File: src/rtl/mux4_rr_collector_pkg.sv
// mux4_rr_pkg: shared definitions for the four-channel round-robin collector.
//   NUM_CH   : number of input channels
//   ch_idx_t : channel index type (2 bits, wraps naturally 3 -> 0)
//   rr_pick  : round-robin scan of the holding-register full flags
package mux4_rr_pkg;

  localparam int NUM_CH = 4;

  typedef logic [1:0] ch_idx_t;

  typedef struct packed {
    logic    found;
    ch_idx_t g;
  } rr_pick_t;

  // Returns the first full channel at or after ptr (wrapping). The scan runs
  // from the farthest candidate back to ptr so the nearest one wins without
  // needing an early exit.
  function automatic rr_pick_t rr_pick(input logic [NUM_CH-1:0] full,
                                       input ch_idx_t           ptr);
    rr_pick_t r;
    ch_idx_t  idx;
    r.found = 1'b0;
    r.g     = ptr;
    for (int k = NUM_CH - 1; k >= 0; k--) begin
      idx = ptr + ch_idx_t'(k);
      if (full[idx]) begin
        r.found = 1'b1;
        r.g     = idx;
      end
    end
    return r;
  endfunction

endpackage

File: src/rtl/mux4_rr_collector_multiplexer4.sv
// multiplexer4: combinational 4:1 bus multiplexer.
//   line_1..line_4 : candidate buses (select 0..3)
//   select         : 2-bit line select
//   mux_out        : selected bus
module multiplexer4 #(
  parameter int bus_size = 15
) (
  input  logic [bus_size:0] line_1,
  input  logic [bus_size:0] line_2,
  input  logic [bus_size:0] line_3,
  input  logic [bus_size:0] line_4,
  input  logic [1:0]        select,
  output logic [bus_size:0] mux_out
);

  always_comb begin
    mux_out = line_1;
    case (select)
      2'd0:    mux_out = line_1;
      2'd1:    mux_out = line_2;
      2'd2:    mux_out = line_3;
      default: mux_out = line_4;
    endcase
  end

endmodule

File: src/rtl/mux4_rr_collector.sv
// mux4_rr_collector: four one-entry holding registers feeding a round-robin
// arbiter, a 4:1 bus mux and a registered valid/ready output stage.
//   clk, reset                : clock, asynchronous active-high reset
//   in_valid/in_ready [3:0]   : per-channel handshake (in_ready = ~hold_full)
//   in_data_0..in_data_3      : channel payloads
//   out_valid/out_ready       : output handshake
//   out_data, out_src         : captured word and the channel it came from
module mux4_rr_collector
  import mux4_rr_pkg::*;
#(
  parameter int bus_size = 15
) (
  input  logic                clk,
  input  logic                reset,
  input  logic [NUM_CH-1:0]   in_valid,
  output logic [NUM_CH-1:0]   in_ready,
  input  logic [bus_size:0]   in_data_0,
  input  logic [bus_size:0]   in_data_1,
  input  logic [bus_size:0]   in_data_2,
  input  logic [bus_size:0]   in_data_3,
  output logic                out_valid,
  input  logic                out_ready,
  output logic [bus_size:0]   out_data,
  output ch_idx_t             out_src
);

  logic [bus_size:0] in_data   [NUM_CH];
  logic [bus_size:0] hold_data [NUM_CH];
  logic [NUM_CH-1:0] hold_full;
  ch_idx_t           ptr;
  rr_pick_t          pick;
  logic              load;
  logic [bus_size:0] mux_data;

  assign in_data[0] = in_data_0;
  assign in_data[1] = in_data_1;
  assign in_data[2] = in_data_2;
  assign in_data[3] = in_data_3;

  // in_ready comes straight from a register, so there is no input-to-ready path.
  assign in_ready = ~hold_full;
  assign load     = ~out_valid | out_ready;
  assign pick     = rr_pick(hold_full, ptr);

  multiplexer4 #(
    .bus_size (bus_size)
  ) u_mux (
    .line_1  (hold_data[0]),
    .line_2  (hold_data[1]),
    .line_3  (hold_data[2]),
    .line_4  (hold_data[3]),
    .select  (pick.g),
    .mux_out (mux_data)
  );

  // Holding registers -> output register boundary.
  always_ff @(posedge clk or posedge reset) begin
    if (reset) begin
      hold_full <= '0;
      ptr       <= '0;
      out_valid <= 1'b0;
      out_data  <= '0;
      out_src   <= '0;
      for (int i = 0; i < NUM_CH; i++) hold_data[i] <= '0;
    end else begin
      for (int i = 0; i < NUM_CH; i++) begin
        if (in_valid[i] && !hold_full[i]) begin
          hold_data[i] <= in_data[i];
          hold_full[i] <= 1'b1;
        end
      end
      // A granted channel had in_ready=0 this cycle, so the clear below never
      // collides with an accept on the same channel.
      if (load) begin
        if (pick.found) begin
          out_data          <= mux_data;
          out_src           <= pick.g;
          out_valid         <= 1'b1;
          hold_full[pick.g] <= 1'b0;
          ptr               <= pick.g + 2'd1;
        end else begin
          out_valid <= 1'b0;
        end
      end
    end
  end

endmodule

File: config.mk
export PLATFORM = sky130hd
export DESIGN_NAME = mux4_rr_collector
export DESIGN_NICKNAME = d
export VERILOG_FILES = /design/src/rtl/mux4_rr_collector_pkg.sv /design/src/rtl/mux4_rr_collector_multiplexer4.sv /design/src/rtl/mux4_rr_collector.sv
export SDC_FILE = /design/constraint.sdc
export NUM_CORES = 1
export LEC_CHECK = 0
export BUFFER_PORTS_ARGS = -buffer_cell sky130_fd_sc_hd__buf_2
export CAP_MARGIN = 40
export CORE_MARGIN = 5
export CORE_UTILIZATION = 48
export CTS_CLUSTER_SIZE = 16
export DETAILED_ROUTE_END_ITERATION = 10
export GPL_ROUTABILITY_DRIVEN = 1
export PLACE_DENSITY = 0.83
export SETUP_SLACK_MARGIN = 0.3
export SYNTH_ARGS = -nofsm -noshare
export SYNTH_HDL_FRONTEND = slang
export SYNTH_HIERARCHICAL = 1
export SYNTH_SLANG_ARGS = --single-unit
File: constraint.sdc
create_clock -name clk -period 2.7 [get_ports clk]
set_input_delay 0.27 -clock clk [delete_from_list [all_inputs] [get_ports clk]]
set_output_delay 0.27 -clock clk [all_outputs]
set_load 0.05 [all_outputs]
-- After elaboration in Yosys (flattened, before gate mapping)
Index checks and enable logic that the tools add are counted.
- muxes and demuxes: 22
- reductions and logical operators: 11
- eq/ne operators: 2
- divide/modulo/power cells: 0
- magnitude comparators: 6
- $mul: 0
- add/subtract/negate cells: 4
- bitwise logic cells: 5
- shifts and indexed selects: 0
- operators by type and width (operator ; number):
    case mux 16 bit (3 select lines) ; 1
    < comparator 2 x 3 -> 1 bit, second input constant ; 5
    two-way mux 3 bit ; 4
    two-way mux 1 bit ; 10
    binary-select mux 1 bit (select 2 bit) ; 4
    two-way mux 4 bit ; 2
    inverter 4 bit ; 2
    logical AND 1 bit ; 5
    adder 2 x 1 -> 2 bit, second input constant ; 2
    adder 2 bit, second input constant ; 2
    AND 4 bit ; 1
    zero test 1 bit ; 4
    demux 1 bit (select 2 bit) ; 1
    equality test 2 x 1 -> 1 bit, second input constant ; 1
    equality test 2 bit, second input constant ; 1
    greater-or-equal comparator 2 x 1 -> 1 bit, second input constant ; 1
    zero test 2 bit ; 1
    AND reduction 2 bit ; 1
    inverter 1 bit ; 1
    bitwise OR 1 bit ; 1
- word-level logic and storage cells: 59
- memory bits (read-only): 0
- output and inout bits: 23
- bits in registers: 89
- memories kept: 0
- bits in latches: 0
- bits in writable memories: 0

-- Longest topological paths before layout
Gate-level depths: netlist (run 1).
- depth in word-level cells: 15
- depth in mapped cells: 9
- gate-level depth less buffers: 6

-- Modules after synthesis
The synthesis (run 1) kept the hierarchy.
- by module, submodules not included (module ; area an instance (um^2) ; cells each ; sequential area each (um^2) ; instances):
    mux4_rr_collector ; 3535.9 ; 236 ; 2227.1 ; 1
    multiplexer4 ; 424.2 ; 20 ; 0.0 ; 1

-- Least setup slack after synthesis (run 1)
OpenSTA, ideal clock, no wires.
- kind: register -> register
- start: register hold_full[0]
- end: register out_data[10]
- arrival: 2.272 ns
- stages on the path, launching flop included: 9
- clock period less this slack: 2.397 ns
- library setup time: 0.125 ns
- path slack: 0.303 ns
- cells stage by stage: dfrtp_1 buf_2 or2_2 a32oi_1 o211a_1 buf_6 buf_12 mux4_2 mux2_2
- RTL lines (element ; RTL line ; RTL):
    start: declaration ; mux4_rr_collector.sv:29 ; logic [NUM_CH-1:0] hold_full;
    start signal: assignment ; mux4_rr_collector.sv:59 ; hold_full <= '0;
    start signal: indexed assignment ; mux4_rr_collector.sv:69 ; hold_full[i] <= 1'b1;
    start signal: indexed assignment ; mux4_rr_collector.sv:79 ; hold_full[pick.g] <= 1'b0;
    end signal: assignment ; mux4_rr_collector.sv:76 ; out_data <= mux_data;
    end: declaration ; mux4_rr_collector.sv:23 ; output logic [bus_size:0] out_data,

==> results of run 1 <==
[cell usage after synthesis]
| cell type | instances |
|---|---|
| nor4_4 | 1 |
| o32a_2 | 1 |
| dfrtp_1 | 89 |
| buf_2 | 14 |
| o32a_1 | 1 |
| a22oi_1 | 1 |
| and2b_1 | 1 |
| a21oi_1 | 3 |
| o21ai_0 | 6 |
| nand2b_1 | 1 |
| o211a_1 | 1 |
| mux4_1 | 6 |
| nor3_1 | 2 |
| buf_12 | 1 |
| inv_1 | 6 |
| nor2b_1 | 6 |
| nor2_4 | 1 |
| clkbuf_1 | 1 |
| or3_1 | 1 |
| mux4_2 | 10 |
| nor2_1 | 7 |
| or2b_1 | 1 |
| o2111a_2 | 1 |
| o21a_1 | 1 |
| mux2_2 | 81 |
| buf_6 | 2 |
| or2_2 | 2 |
| o22ai_1 | 1 |
| a32oi_1 | 1 |
| inv_2 | 1 |
| nand2_1 | 1 |
| a31oi_1 | 3 |
| nand3b_1 | 1 |
[worst max-delay path by stage]
stage	slack, ns	cells after the start	endpoint
3_3_place_gp	0.40	6	out_data[14]$_DFFE_PP0P_
2_1_floorplan	0.30	8	out_data[10]$_DFFE_PP0P_
3_5_place_dp	0.33	6	out_data[0]$_DFFE_PP0P_
4_1_cts	0.31	6	out_data[3]$_DFFE_PP0P_
5_1_grt	0.20	6	out_data[8]$_DFFE_PP0P_
6_report	0.29	6	out_data[6]$_DFFE_PP0P_
[sequential cells by signal (all words and copies together) (netlist names)]
name,flops
ptr,2
out_valid,1
out_data,16
hold_data,64
out_src,2
hold_full,4
[repair_timing]
action | 4_1_cts | 5_1_grt
endpoints found under the setup margin | 0 | 16
hold buffers | 0 | 0
resized for setup | 0 | 3
buffers inserted | 0 | 3
[power breakdown]
group / internal (W) / switching [W] / total, W
combinational: 0.00160 / 0.00147 / 0.00307
clock: 0.000357 / 0.000452 / 0.000809
sequential: 0.00201 / 0.000391 / 0.00240
[worst max-delay path, stage by stage, from the launching register on]
cell,delay [ns]
dfrtp_2,0.46
or2_2,0.29
a32oi_1,0.22
o211a_2,0.35
clkbuf_16,0.22
mux4_2,0.49
mux2_2,0.27
[layer usage]
metal	GRT usage, %	vias to the layer above	routed length (um)
met2	29.0	70	4230
met5	0	-	9
met1	21.7	1269	3620
met4	6.42	2	115
li1	-	1147	-
met3	4.78	12	525
[kinds of logic (layout without fill, tap and decap cells)]
kind of cell           after synthesis  count (layout)  synth area share (%)
AOI/OAI and AO/OA                   20              20                  3.48
buffers and inverters               25             130                  3.60
DFF                                 89              89                  56.2
muxes                               97              97                  32.7
and+or+nand+nor                     25              25                  3.98
[stage by stage]
stage	area [um2]	std cells	setup WS [ns]	power [W]
after CTS	4720	461	0.310	0.00615
after floorplan	3960	256	0.303	0.00474
final	4790	466	0.291	0.00628
after global routing	4790	466	0.205	0.00667
after global placement	4530	444	0.403	0.00518
after detailed placement	4540	445	0.329	0.00534
[layout make-up]
class,instances,area share [%]
flip-flops and latches,89,46.5
multi-input cells,142,33.4
repair buffers,107,13.1
clock buffers,11,2.95
well taps,105,2.74
clock inverters,5,0.653
inverters,7,0.627
[placed cells by master, fill, tap and decap left out, types with 2 or more instances in the layout]
| cell type | instances |
|---|---|
| mux4_1 | 6 |
| clkinv_2 | 3 |
| inv_1 | 5 |
| nor3_1 | 2 |
| or2_2 | 2 |
| dfrtp_2 | 2 |
| mux2_2 | 81 |
| nor2_1 | 6 |
| o21ai_0 | 6 |
| mux4_2 | 10 |
| buf_2 | 93 |
| clkinvlp_4 | 2 |
| clkbuf_16 | 2 |
| dfrtp_1 | 87 |
| a31oi_1 | 3 |
| a21oi_1 | 3 |
| clkbuf_8 | 10 |
| buf_4 | 10 |
| nor2b_1 | 2 |
| nor2b_2 | 4 |
==> impl_metrics.json, run 1 <==
{
  "status": "finished clean",
  "fmax_ghz": 0.415,
  "yosysTopAreaCell": "dfrtp_1",
  "cp.arrival_ns": 2.65,
  "synth_warnings": 6,
  "grt_max_degree": 50,
  "crit_fanout": 11,
  "drc_errors": 0,
  "yosysUniqueCellTypes": 33,
  "cp-end-kind": "flop",
  "diodes": 0,
  "max-cap-violations": 0,
  "p_leak_nw": 2.16,
  "hp-class": "input pin to asynchronous set/reset pin",
  "cts_tree": "built",
  "die_w_um": 101,
  "fin_setup_tns_ns": 0,
  "place_hpwl_um": 6060,
  "area_growth_pct": 21.0,
  "wl_um": 8500,
  "grt_pass1_vias": 2661,
  "synthCells": 256,
  "slew_headroom_pct": 57.2,
  "io_pins": 94,
  "reg2reg_slack_ns": 0.29,
  "ir_worst_vdd_v": 0.000634,
  "io_buffers": 93,
  "gp_congestion": 0.823,
  "coreArea_um2": 8130,
  "multi_input_area_um2": 1600,
  "required_ns": 2.94,
  "yosys.area.top_type_share_pct": 56.2,
  "cts-htree-levels": 3,
  "nNetsFinal": 427,
  "grt.total_usage_pct": 17.4,
  "min_period_ns": 2.41,
  "setup_violations": 0,
  "via_per_inst": 5.36,
  "grt_first_pass_wirelength_um": 13300,
  "grt_setup_unrepaired": "no",
  "overflow": 0,
  "antenna_left": 0,
  "crit_path_start_kind": "flop",
  "r2r_cells": 6,
  "hold_viol_final": 0,
  "final-max-slew-violation-count": 0,
  "cp-startpoint": "hold_full[2]$_DFF_PP0_",
  "syn_area_um2": 3960,
  "antenna_found_initial": 1,
  "clk_latency_ns": 0.35,
  "numCtsBuffers": 9,
  "start_util_pct": 48.7,
  "r2r_end": "out_data[6]$_DFFE_PP0P_",
  "power_density_nw_per_um2": 1310,
  "cts_max_path_buffers": 2,
  "critical_path_class": "flop to flop",
  "vias": 2500,
  "num_rows": 33,
  "worst_slew_pin_slew_ns": 0.638,
  "ys_seq_area_share_pct": 56.2,
  "first_pass_iters": 4,
  "hold_slack_ns": 0.0703,
  "syn-mean-instance-area_um2": 15.5,
  "cts.clk_slew.worst_paths_ns": 0.09,
  "die-area_um2": 10200,
  "timing.final.crit_share_pct": 89.2,
  "die_y_um": 101,
  "drt_iter0_drc": 70,
  "syn_nets": 327,
  "cts_sinks": 89,
  "synth.area.top_cells": "dfrtp_1 (56%), mux2_2 (23%), mux4_2 (5.7%), mux4_1 (4.0%), buf_2 (1.8%)",
  "regToRegStartpoint": "hold_full[2]$_DFF_PP0_",
  "fin_worst_skew_ns": 0.00779,
  "wl_per_cell_um": 18.2,
  "fillers": 663,
  "final_util_pct": 58.9,
  "ctsRootBufferMaster": "clkbuf_8",
  "ys_ff_latch": 89,
  "drive_gt1_share_pct": 63.4,
  "regArea_um2": 2230
}
No activity file was read; power rests on OpenSTA's default activity.
==> run 2, diff against run 1 <==
--- a/config.mk
+++ b/config.mk
@@ -8,13 +8,14 @@
 export BUFFER_PORTS_ARGS = -buffer_cell sky130_fd_sc_hd__buf_2
 export CAP_MARGIN = 40
 export CORE_MARGIN = 5
-export CORE_UTILIZATION = 48
+export CORE_UTILIZATION = 40
 export CTS_CLUSTER_SIZE = 16
 export DETAILED_ROUTE_END_ITERATION = 10
 export GPL_ROUTABILITY_DRIVEN = 1
-export PLACE_DENSITY = 0.83
+export PLACE_DENSITY = 0.73
 export SETUP_SLACK_MARGIN = 0.3
 export SYNTH_ARGS = -nofsm -noshare
 export SYNTH_HDL_FRONTEND = slang
 export SYNTH_HIERARCHICAL = 1
 export SYNTH_SLANG_ARGS = --single-unit
+export TNS_END_PERCENT = 20
==> run 2 against run 1 <==
  * Critical path depth unchanged
  * Sequential power about the same
  * Design area down 0.60%
  * Register-to-register slack better by 0.13 ns
  * Worst hold slack worse by 0.022 ns
  * Non-clock buffer count down 5
  * Total power down 2.6%
  * Wire length down 1.1%
  * Combinational power down 6%
  * Fmax up 5.7%
  * Highest routed layer unchanged
==> impl_metrics.json, run 2 (same netlist as run 1, synthesis figures left out) <==
{
  "crit_family": "multiplexers",
  "path_cells": "or2_2, a32oi_1, o211a_1, buf_12, mux4_1, mux2_2",
  "dp_slack_ns": 0.390,
  "hp-class": "input pin to asynchronous set/reset pin",
  "clkPwrFrac_pct": 14.0,
  "timing.final.crit_share_pct": 84.4,
  "fin_worst_skew_ns": 0.00737,
  "wl_um": 8410,
  "vias": 2447,
  "overflow": 0,
  "crit_path_start_kind": "flop",
  "worst_slew_pin_slew_ns": 0.564,
  "grt_first_pass_wirelength_um": 13000,
  "ctsRootBufferMaster": "clkbuf_8",
  "antenna_found_initial": 1,
  "reg.largest.list": "hold_data (64), out_data (16), hold_full (4)",
  "grt_max_degree": 90,
  "die_y_um": 110,
  "cts-htree-levels": 3,
  "cts.clk_slew.worst_paths_ns": 0.08,
  "gp_congestion": 0.733,
  "slowest_delay_ns": 0.55,
  "min_period_ns": 2.28,
  "critPathBufInv": 1,
  "antenna_left": 0,
  "cts_setup_buffers": 0,
  "largest_reg_flops": 64,
  "diodes": 0,
  "setup_violations": 0,
  "cp-startpoint": "hold_full[2]$_DFF_PP0_",
  "ir_worst_vdd_v": 0.000561,
  "required_ns": 2.92,
  "mostFrequentLayoutCells": "buf_2 (93), dfrtp_1 (88), mux2_2 (81)",
  "crit_fanout": 15,
  "hold_slack_ns": 0.0486,
  "netSwitchingFraction_pct": 36.2,
  "wl_per_cell_um": 17.2,
  "io_pins": 94,
  "fin_setup_tns_ns": 0,
  "clk_latency_ns": 0.34,
  "fmax_ghz": 0.439,
  "p_int_w": 0.00391,
  "coreArea_um2": 9730,
  "cts_max_path_buffers": 2,
  "p_sw_w": 0.00221,
  "via_per_inst": 5.01,
  "hold_viol_final": 0,
  "drt_iter0_drc": 73,
  "die_w_um": 110,
  "grt_pass1_vias": 2503,
  "cp.arrival_ns": 2.50,
  "cts_sinks": 89,
  "final_common_cell": "buf_2",
  "grt.total_usage_pct": 14.4,
  "final-max-slew-violation-count": 0,
  "nNetsFinal": 422,
  "num_rows": 36,
  "first_pass_iters": 6,
  "io_buffers": 93,
  "cp-end-kind": "flop",
  "p_leak_nw": 2.13,
  "die-area_um2": 12000,
  "critical_path_class": "flop to flop",
  "cts_tree": "built",
  "start_util_pct": 40.7,
  "status": "finished clean",
  "fin_ws_ns": 0.422,
  "combPwrFrac_pct": 47.0,
  "drc_errors": 0,
  "grt_setup_unrepaired": "no",
  "slew_headroom_pct": 62.2,
  "regToRegStartpoint": "hold_full[2]$_DFF_PP0_",
  "max-cap-violations": 0,
  "area_growth_pct": 20.3,
  "place_hpwl_um": 5980,
  "seqPwrFrac_pct": 39.0,
  "drive_gt1_share_pct": 61.7,
  "numCtsBuffers": 9,
  "power_density_nw_per_um2": 1280,
  "regMostFlops": "hold_data",
  "cpMaxStageDelayCell": "mux4_1"
}
-- run 2: power groups by stage --
| stage | Sequential [W] | Clock (W) | Combinational [W] |
|---|---|---|---|
| 6_report | 0.00239 | 0.000855 | 0.00288 |
| 4_1_cts | 0.00240 | 0.000893 | 0.00293 |
| 3_3_place_gp | 0.00239 | 0 | 0.00284 |
| 3_5_place_dp | 0.00243 | 0 | 0.00293 |
| 2_1_floorplan | 0.00276 | 0 | 0.00198 |
| 5_1_grt | 0.00249 | 0.000941 | 0.00307 |
-- run 2: cell type report --
class	instances	area [um2]
Clock buffer	12	135
Tap cell	133	166
Multi-Input combinational cell	142	1600
Fill cell	896	4970
Timing Repair Buffer	102	558
Sequential cell	89	2230
Clock inverter	3	42.5
Inverter	7	30.0
-- run 2: path summary, 6_finish.rpt --
| check | end | slack, ns | cells after the start |
|---|---|---|---|
| max | out_data[2]$_DFFE_PP0P_ | 0.42 | 6 |
| min | hold_data[1]$_DFFE_PP0P_ | 0.05 | 3 |
| max reg2reg | out_data[2]$_DFFE_PP0P_ | 0.42 | 6 |
| min reg2reg | out_src[1]$_DFFE_PP0P_ | 0.49 | 2 |
| max in group asynchronous | hold_full[2]$_DFF_PP0_ | 2.28 | 3 |
| min in group clk | hold_data[58]$_DFFE_PP0P_ | 0.15 | 2 |
-- run 2: tightest hold or removal path, stage by stage --
cell and delay (ns):
buf_2 0.11, clkinvlp_4 0.07, buf_12 0.37
-- run 2: what timing repair did --
action                                  4_1_cts  5_1_grt
endpoints found under the setup margin        0        3
hold buffers                                  0        0
hold endpoints to repair                      0        0
gates resized for setup                       0        1
-- run 2: metrics by stage --
step | util [%] | total power, W | area [um2] | std cells
2_1_floorplan | - | 0.00474 | 3960 | 256
3_3_place_gp | 47.1 | 0.00523 | 4580 | 473
3_5_place_dp | 47.1 | 0.00536 | 4580 | 473
4_1_cts | 48.9 | 0.00622 | 4760 | 488
5_1_grt | 49.0 | 0.00650 | 4760 | 488
6_report | 49.0 | 0.00612 | 4760 | 488
-- run 2: layer usage --
metal	up-vias	global-route usage [%]	routed length, um
met5	-	0	7
met4	2	3.47	60
met2	64	25.6	4440
met3	7	4.11	540
li1	1128	-	-
met1	1246	17.1	3360
